## src/rtl/status_bank.sv

```systemverilog
// Bank of DEPTH status registers with load/set/clear/toggle writes and a shadow
// stack for entry 0. Define STATUS_BANK_RDREG_EN for a registered (1-cycle) rdata.
module status_bank #(
  parameter  int WIDTH     = 8,
  parameter  int ADDR_W    = 4,
  parameter  int STK_DEPTH = 4,
  localparam int DEPTH     = 2 ** ADDR_W,
  localparam int CNT_W     = $clog2(STK_DEPTH + 1)
) (
  input  logic              clk,
  input  logic              rst,
  input  logic              we,
  input  logic [1:0]        op,
  input  logic [ADDR_W-1:0] waddr,
  input  logic [WIDTH-1:0]  wdata,
  input  logic [ADDR_W-1:0] raddr,
  output logic [WIDTH-1:0]  rdata,
  input  logic              push,
  input  logic              pop,
  input  logic              err_clr,
  output logic [CNT_W-1:0]  stk_cnt,
  output logic              stk_full,
  output logic              stk_empty,
  output logic              stk_ovf,
  output logic              stk_unf
);

  localparam int IDX_W = (STK_DEPTH > 1) ? $clog2(STK_DEPTH) : 1;

  localparam logic [1:0] OP_LOAD   = 2'b00;
  localparam logic [1:0] OP_SET    = 2'b01;
  localparam logic [1:0] OP_CLEAR  = 2'b10;
  localparam logic [1:0] OP_TOGGLE = 2'b11;

  logic [WIDTH-1:0] mem [DEPTH];
  logic [WIDTH-1:0] stk [STK_DEPTH];
  logic [CNT_W-1:0] cnt_q;
  logic             ovf_q;
  logic             unf_q;

  logic             push_ok;
  logic             pop_ok;
  logic             push_err;
  logic             pop_err;
  logic             wr_en;
  logic [IDX_W-1:0] push_idx;
  logic [IDX_W-1:0] pop_idx;
  logic [WIDTH-1:0] wr_val;

  assign stk_full  = (cnt_q == CNT_W'(STK_DEPTH));
  assign stk_empty = (cnt_q == '0);
  assign stk_cnt   = cnt_q;
  assign stk_ovf   = ovf_q;
  assign stk_unf   = unf_q;

  // Simultaneous push and pop cancel each other completely, errors included.
  assign push_ok  = push & ~pop & ~stk_full;
  assign pop_ok   = pop & ~push & ~stk_empty;
  assign push_err = push & ~pop & stk_full;
  assign pop_err  = pop & ~push & stk_empty;
  assign push_idx = IDX_W'(cnt_q);
  assign pop_idx  = IDX_W'(cnt_q - 1'b1);

  // A restore into entry 0 takes priority over a same-cycle write to it.
  assign wr_en = we & ~(pop_ok & (waddr == '0));

  always_comb begin
    wr_val = mem[waddr];
    case (op)
      OP_LOAD:   wr_val = wdata;
      OP_SET:    wr_val = mem[waddr] | wdata;
      OP_CLEAR:  wr_val = mem[waddr] & ~wdata;
      OP_TOGGLE: wr_val = mem[waddr] ^ wdata;
      default:   wr_val = mem[waddr];
    endcase
  end

  always_ff @(posedge clk or posedge rst) begin
    if (rst) begin
      for (int i = 0; i < DEPTH; i++) mem[i] <= '0;
      for (int i = 0; i < STK_DEPTH; i++) stk[i] <= '0;
      cnt_q <= '0;
      ovf_q <= 1'b0;
      unf_q <= 1'b0;
    end else begin
      if (wr_en) mem[waddr] <= wr_val;
      if (pop_ok) begin
        mem[0] <= stk[pop_idx];
        cnt_q  <= cnt_q - 1'b1;
      end
      // mem[0] here is the pre-edge value, so a same-cycle write is not captured.
      if (push_ok) begin
        stk[push_idx] <= mem[0];
        cnt_q         <= cnt_q + 1'b1;
      end
      if (push_err)     ovf_q <= 1'b1;
      else if (err_clr) ovf_q <= 1'b0;
      if (pop_err)      unf_q <= 1'b1;
      else if (err_clr) unf_q <= 1'b0;
    end
  end

`ifdef STATUS_BANK_RDREG_EN
  logic [WIDTH-1:0] rdata_q;

  always_ff @(posedge clk or posedge rst) begin
    if (rst) rdata_q <= '0;
    else     rdata_q <= mem[raddr];
  end

  assign rdata = rdata_q;
`else
  assign rdata = mem[raddr];
`endif

endmodule
```

## config.mk

```make
export PLATFORM = sky130hd
export DESIGN_NAME = status_bank
export DESIGN_NICKNAME = d
export VERILOG_FILES = /design/src/rtl/status_bank.sv
export SDC_FILE = /design/constraint.sdc
export NUM_CORES = 1
export LEC_CHECK = 0
export ABC_AREA = 1
export ABC_CLOCK_PERIOD_IN_PS = 6430
export BUFFER_PORTS_ARGS = -buffer_cell sky130_fd_sc_hd__buf_2
export CELL_PAD_IN_SITES_DETAIL_PLACEMENT = 1
export CELL_PAD_IN_SITES_GLOBAL_PLACEMENT = 2
export CORE_MARGIN = 3
export CORE_UTILIZATION = 34
export CTS_BUF_LIST = sky130_fd_sc_hd__clkbuf_16
export CTS_CLUSTER_DIAMETER = 50
export DETAILED_ROUTE_END_ITERATION = 8
export HOLD_SLACK_MARGIN = 0.08
export PLACE_DENSITY = 0.9
export SLEW_MARGIN = 25
export SYNTH_ARGS = -nofsm -noshare
export SYNTH_HDL_FRONTEND = slang
export SYNTH_SLANG_ARGS = --single-unit
```

## constraint.sdc

```tcl
create_clock -name clk -period 6.43 [get_ports clk]
set_clock_uncertainty 0.2 [all_clocks]
set_input_delay 0.643 -clock clk [delete_from_list [all_inputs] [get_ports clk]]
set_output_delay 0.643 -clock clk [all_outputs]
set_load 0.005 [all_outputs]
```

Word-level counts from Yosys, hierarchy flattened

Cells that the tools add are included.

Flip-flop bits (word level): 165
Latch bits: 0
Bits in writable memories: 0
ROM bits: 0
Bits of input ports: 24
Output and inout bits: 15
Logic and storage cells: 88
Memories: 0

Add/sub/neg operators: 2
Multipliers: 0
Divide/modulo/power cells: 0
$lt $le $gt $ge: 6
Eq/ne operators: 4
Shift operators: 0
Multiplexer cells: 23
Bitwise logic cells: 21
Reduce and logical (&&, ||, !) cells: 9

Operators by type and width:

| operator                                                                     | count |
|---|---|
| 128-bit bitwise mux                                                          | 1 |
| 128-bit two-way mux                                                          | 1 |
| 8-bit two-way mux                                                            | 9 |
| 8-bit binary-select mux with 4-bit select                                    | 2 |
| 32-bit bitwise mux                                                           | 1 |
| 8-bit demux with 4-bit select                                                | 1 |
| 8-bit case mux with 4 select lines                                           | 1 |
| 8-bit binary-select mux with 2-bit select                                    | 1 |
| 8-bit demux with 2-bit select                                                | 1 |
| 5-bit greater-or-equal comparator, second input constant                     | 2 |
| 4-bit inverter with 5-bit output                                             | 2 |
| 1-bit bitwise AND                                                            | 8 |
| 8-bit bitwise AND                                                            | 1 |
| 8-bit inverter                                                               | 1 |
| 8-bit bitwise OR                                                             | 1 |
| 2-bit nonzero test                                                           | 4 |
| 8-bit bitwise XOR                                                            | 1 |
| 3-bit greater-or-equal comparator, second input constant                     | 2 |
| 3-bit two-way mux                                                            | 2 |
| 2-bit inverter with 3-bit output                                             | 2 |
| 5-bit by 1-bit less-than comparator with 1-bit output, second input constant | 1 |
| 1-bit inverter                                                               | 5 |
| 2-bit equality test, second input constant                                   | 2 |
| 4-bit zero test                                                              | 1 |
| other kinds (9)                                                              | 12 |

Longest topological paths before layout

Depth in word-level cells: 9
Gate-level depth with buffers: 17
Mapped depth without buffers: 14

Worst setup path after synthesis

Ideal clock, no wire load.

Path kind: input-to-reg
Start point: in waddr[1]
End point: reg mem[40] (netlist bit)
Library setup time: 0.131 ns
Arrival time: 2.327 ns
Required time: 6.099 ns
Path slack: 3.773 ns
Cell stages on the path: 14
Path buffers: 3
Cells stage by stage: buf_2 -> inv_2 -> clkbuf_1 -> nand2_1 -> nand2_1 -> nand2_1 -> nand2_1 -> nor2_1 -> ha_1 -> nand3_1 -> nand4_1 -> buf_4 -> nand2_1 -> o21ai_0

Word-level cells in the longest chain between the ends: 7
Elaborated cells on any way between the ends: 18
Classes of those cells: order compare (2); mux (7); bitwise (7); reduce/logical (2)

RTL lines:

| element                                                | line       | RTL |
|---|---|---|
| from (decl)                                            | 14         | `input logic [ADDR_W-1:0] waddr,` |
| 4-bit inverter with 5-bit output (not written as such) | n/a        |  |
| 8-bit binary-select mux with 4-bit select              | n/a        |  |
| 8-bit two-way mux (not written as such) (2 in a row)   | 71, 72, 73 |  |
| 8-bit bitwise XOR (tied with other cells)              | 73         | `OP_TOGGLE: wr_val = mem[waddr] ^ wdata;` |
| 8-bit case mux with 4 select lines                     | 69         | `case (op)` |
| 128-bit bitwise mux                                    | 86         | `if (wr_en) mem[waddr] <= wr_val;` |
| to (signal, indexed assignment)                        | 86         |  |
| to (decl)                                              | 35         | `logic [WIDTH-1:0] mem [DEPTH];` |

Several ways; a longest one is shown, not always the timed one. The select of a mux whose other input is x is not followed.
A chain may end at the register's enable or synchronous reset.

Final worst setup path

Start point: reg cnt_q[0], in the netlist stk_cnt[0]
End point: reg mem[118] (netlist bit)

Word-level cells in the longest chain between the ends: 6

RTL lines:

| element                | line | RTL |
|---|---|---|
| from (decl)            | 37   | `logic [CNT_W-1:0] cnt_q;` |
| from (signal assigned) | 89   | `cnt_q <= cnt_q - 1'b1;` |
| from (signal assigned) | 94   | `cnt_q <= cnt_q + 1'b1;` |
| 3-bit zero test        | 51   | `assign stk_empty = (cnt_q == '0);` |
| 1-bit inverter         | 58   | `assign pop_ok = pop & ~push & ~stk_empty;` |
| 1-bit bitwise AND      | 58   |  |
| 1-bit bitwise AND      | 65   | `assign wr_en = we & ~(pop_ok & (waddr == '0));` |
| 1-bit inverter         | 65   |  |
| 1-bit bitwise AND      | 65   |  |

Every way passes these cells.

==> report_table.html <==
<table>
<tr><th>Metric</th><th>Value</th></tr>
<tr><th colspan="2">Run status</th></tr>
<tr><td>Status</td><td>complete, no violations</td></tr>
<tr><th colspan="2">Power</th></tr>
<tr><td>Pwr/cell area</td><td>337 nW/um^2</td></tr>
<tr><td>Worst vdd rail ir drop</td><td>~0.17 mV</td></tr>
<tr><td>Leakage power figure</td><td>about 5.7 nW</td></tr>
<tr><th colspan="2">Timing</th></tr>
<tr><td>Hold violation total from the final report</td><td>0</td></tr>
<tr><td>Minimum clock period after layout</td><td>around 3.8 ns</td></tr>
<tr><td>Slew Viols, Final</td><td>0</td></tr>
<tr><td>Setup Total Neg Slack</td><td>0 ns</td></tr>
<tr><td>Peak Freq</td><td>around 0.26 GHz</td></tr>
<tr><td>Relative slew slack</td><td>between 30% and 40%</td></tr>
<tr><td>Ratio of final minimum period to clock period</td><td>between 50% and 60%</td></tr>
<tr><td>Hold Worst Slack</td><td>approximately 0.12 ns</td></tr>
<tr><td>Actual slew at the worst max-slew pin</td><td>1.04 ns</td></tr>
<tr><td>Unrepaired setup endpoints after global routing</td><td>no</td></tr>
<tr><td>Setup violations, final</td><td>0</td></tr>
<tr><th colspan="2">Route</th></tr>
<tr><td>Detailed-route wire length</td><td>~36,000 um</td></tr>
<tr><td>First drt pass iteration count</td><td>5</td></tr>
<tr><td>Drt first-iter violations</td><td>approximately 660</td></tr>
<tr><td>Average via count per standard cell</td><td>just over 5</td></tr>
<tr><td>WL per Instance</td><td>~19 um</td></tr>
<tr><td>Number of routed nets with antenna violations</td><td>0</td></tr>
<tr><td>DR vias</td><td>~9,900</td></tr>
<tr><td>Total DRC errors in the routed layout</td><td>0</td></tr>
<tr><th colspan="2">CTS</th></tr>
<tr><td>Max H-tree Level</td><td>4</td></tr>
<tr><td>Cts repair resizes</td><td>0</td></tr>
<tr><td>Clock Latency Late Sink</td><td>between 0.4 and 0.5 ns</td></tr>
<tr><td>Buffer depth of the longest clock path</td><td>2</td></tr>
<tr><td>Register clock-pin slew on the reported worst setup and hold paths</td><td>approximately 0.08 ns</td></tr>
<tr><td>Clock Tree Root</td><td>sky130_fd_sc_hd__clkbuf_16</td></tr>
<tr><td>Number of CTS-inserted buffers</td><td>17</td></tr>
<tr><td>Number of sinks on the clock net</td><td>roughly 170</td></tr>
<tr><td>Post-CTS Setup Bufs</td><td>0</td></tr>
<tr><td>Clock tree from TritonCTS</td><td>yes</td></tr>
<tr><td>Number of hold buffers added after CTS</td><td>0</td></tr>
<tr><th colspan="2">Place</th></tr>
<tr><td>Total of buffers placed on input and output ports</td><td>38</td></tr>
<tr><td>Half-perimeter wire length after placement</td><td>between 20,000 and 25,000 um</td></tr>
<tr><td>Number of placed cells counting well taps</td><td>between 1,500 and 2,000</td></tr>
<tr><td>Final weighted congestion in routability-driven placement</td><td>0.851</td></tr>
<tr><td>Placed Instance Area</td><td>between 10,000 and 15,000 sq um</td></tr>
<tr><th colspan="2">Critical path</th></tr>
<tr><td>Nature of the critical path startpoint</td><td>flip-flop</td></tr>
<tr><td>Reg2Reg Launch Point</td><td>stk_cnt[0]$_DFFE_PP0P_</td></tr>
<tr><td>Number of cells traversed by the worst register-to-register path</td><td>8</td></tr>
<tr><td>Data required time at the worst endpoint</td><td>around 6.5 ns</td></tr>
<tr><td>Kind of end point of the critical path</td><td>flip-flop</td></tr>
<tr><td>Slack of the worst reg-to-reg path</td><td>2.61 ns</td></tr>
<tr><td>Worst setup path start</td><td>stk_cnt[0]$_DFFE_PP0P_</td></tr>
<tr><td>Type of the setup path with the least slack</td><td>reg -&gt; reg</td></tr>
<tr><td>Data arrival, critical path</td><td>3.92 ns</td></tr>
<tr><td>R2r endpoint</td><td>mem[118]$_DFFE_PP0P_</td></tr>
<tr><td>Peak fanout along the critical path</td><td>21</td></tr>
<tr><th colspan="2">Finish</th></tr>
<tr><td>Post-route standard cell area excluding fillers</td><td>around 11,000 sq um</td></tr>
<tr><td>Storage cell area</td><td>approximately 4100 sq um</td></tr>
<tr><td>Most used cells in the layout excluding fill and tap cells</td><td>717 x sky130_fd_sc_hd__nand2_1, 182 x sky130_fd_sc_hd__nand3_1, 174 x sky130_fd_sc_hd__inv_1</td></tr>
<tr><td>Fraction of layout cells with a size suffix above 1</td><td>7.16%</td></tr>
<tr><td>Fill cell count</td><td>3,794</td></tr>
<tr><td>Multi-input combinational cell area</td><td>around 4900 sq um</td></tr>
<tr><td>Utilization of the core after routing</td><td>38.1%</td></tr>
<tr><td>Final standard cell count with taps included and fillers excluded</td><td>between 1,500 and 2,000</td></tr>
<tr><td>Commonest non-fill, non-tap cell in the layout</td><td>sky130_fd_sc_hd__nand2_1</td></tr>
<tr><td>Antenna diodes</td><td>0</td></tr>
<tr><td>Growth of design area from synthesis to finish</td><td>9.64%</td></tr>
<tr><td>Count of nets after finishing</td><td>about 1,600</td></tr>
<tr><th colspan="2">Floorplan</th></tr>
<tr><td>Ports placed on the boundary</td><td>39</td></tr>
<tr><td>Initial cell density of the core</td><td>34.8%</td></tr>
<tr><td>Placeable Area</td><td>28,900 sq um</td></tr>
<tr><td>Die Wd</td><td>178 um</td></tr>
<tr><td>Std-Cell Rows</td><td>62</td></tr>
<tr><td>Die Y</td><td>178 um</td></tr>
<tr><td>Die Outline Area</td><td>~32,000 sq um</td></tr>
<tr><th colspan="2">Global routing</th></tr>
<tr><td>Remaining Overflow, GRT</td><td>0</td></tr>
<tr><td>Wire length of the first global-routing pass</td><td>56,700 um</td></tr>
<tr><td>Antenna violations before repair</td><td>1</td></tr>
<tr><td>Maximum number of pins on one net before global-route repair</td><td>103</td></tr>
<tr><td>Tot GR Track Use</td><td>a little under a quarter</td></tr>
<tr><td>Number of global-route vias before repair</td><td>9,976</td></tr>
<tr><th colspan="2">Synthesis</th></tr>
<tr><td>Post-synthesis cell area</td><td>between 10,000 and 15,000 sq um</td></tr>
<tr><td>Post-synthesis instance total</td><td>around 1,500</td></tr>
<tr><td>Count of different cell masters after synthesis</td><td>23</td></tr>
<tr><td>Fraction of the yosys area taken by sequential cells</td><td>about two fifths</td></tr>
<tr><td>Yosys synthesis warning count</td><td>0</td></tr>
<tr><td>Syn Nets</td><td>approximately 1,600</td></tr>
<tr><td>Post-Syn Area per Cell</td><td>6.53 sq um</td></tr>
<tr><td>Number of flip-flops and latches in the synthesized netlist</td><td>165</td></tr>
<tr><th colspan="2">Hold path</th></tr>
<tr><td>Hold crit path type</td><td>in -&gt; async</td></tr>
<tr><th colspan="2">Run</th></tr>
<tr><td>Reported max-cap violation count</td><td>0</td></tr>
</table>
==> critical path, cell delays in order, from the launching register on <==
cell and delay (ns):
sky130_fd_sc_hd__dfrtp_1 0.84, sky130_fd_sc_hd__clkinv_1 0.76, sky130_fd_sc_hd__ha_1 0.49, sky130_fd_sc_hd__inv_1 0.07, sky130_fd_sc_hd__nor2_1 0.06, sky130_fd_sc_hd__nor2_2 0.56
sky130_fd_sc_hd__a21oi_1 0.43, sky130_fd_sc_hd__nand3_1 0.16, sky130_fd_sc_hd__nand2_1 0.09
==> per-stage QoR <==
step           total power [mW]  setup WS, ns
4_1_cts                    3.75          2.59
3_5_place_dp               2.70          2.21
5_1_grt                    4.01          2.27
3_3_place_gp               2.65          2.31
6_report                   3.72          2.61
2_1_floorplan              2.32          1.13
==> how the worst max path moves through the flow <==
stage	depth (start not counted)	to
finish	8	mem[118]$_DFFE_PP0P_
detailed placement	15	mem[112]$_DFFE_PP0P_
floorplan	1	mem[0]$_DFFE_PP0P_
global placement	15	mem[118]$_DFFE_PP0P_
CTS	8	mem[112]$_DFFE_PP0P_
global route	8	mem[112]$_DFFE_PP0P_
==> report_power, final <==
| part | switching [mW] | leakage [nW] | internal (mW) |
|---|---|---|---|
| Combinational | 0.770 | 3.35 | 0.369 |
| Clock | 0.520 | 0.284 | 0.521 |
| Sequential | 0.198 | 2.05 | 1.34 |
| Total | 1.49 | 5.68 | 2.23 |
==> cells in the mapped netlist (all sizes together) <==
cell type    n  area, sq um
nand2      717         2690
nand3      183          921
inv        181          679
dfrtp      165         4130
o21ai      145          726
buf         52          258
nor2        33          159
clkbuf      28          105
ha          21          263
nand4        8         81.3
clkinv       2         7.51
xor2         2         17.5
a21oi        1         5.00
o211ai       1         7.51
o22ai        1         6.26
==> kinds of logic (layout without fill, tap and decap cells) <==
group	count (synthesis)	in the layout	synth area share, %
DFF	165	165	41.1
xor gates and xnor gates	2	2	0.174
AOI/OAI and AO/OA	148	148	7.40
and+or+nand+nor	941	941	38.3
adders and majority gates	21	21	2.61
buffers and inverters	263	260	10.4
==> layout make-up <==
type / instances / area share [%]
clock buffer: 17 / 3.86
clock inverter: 15 / 1.35
inverter: 183 / 6.30
multi-input combinational: 1112 / 44.5
sequential: 165 / 37.4
tap: 384 / 4.36
timing repair buffer: 45 / 2.20
==> flip-flops by register name, indices dropped and copies added (netlist names) <==
| signal | count |
|---|---|
| stk_ovf | 1 |
| mem | 128 |
| stk | 32 |
| stk_unf | 1 |
| stk_cnt | 3 |
==> metal layers <==
metal | vias up | wire length [um] | global-route usage [%]
met5 | - | 13 | 0
met4 | 2 | 660 | 6.28
met3 | 37 | 1730 | 3.49
met2 | 217 | 17000 | 38.6
met1 | 4878 | 16700 | 32.3
li1 | 4729 | - | -
No activity file was read; power rests on OpenSTA's default activity.
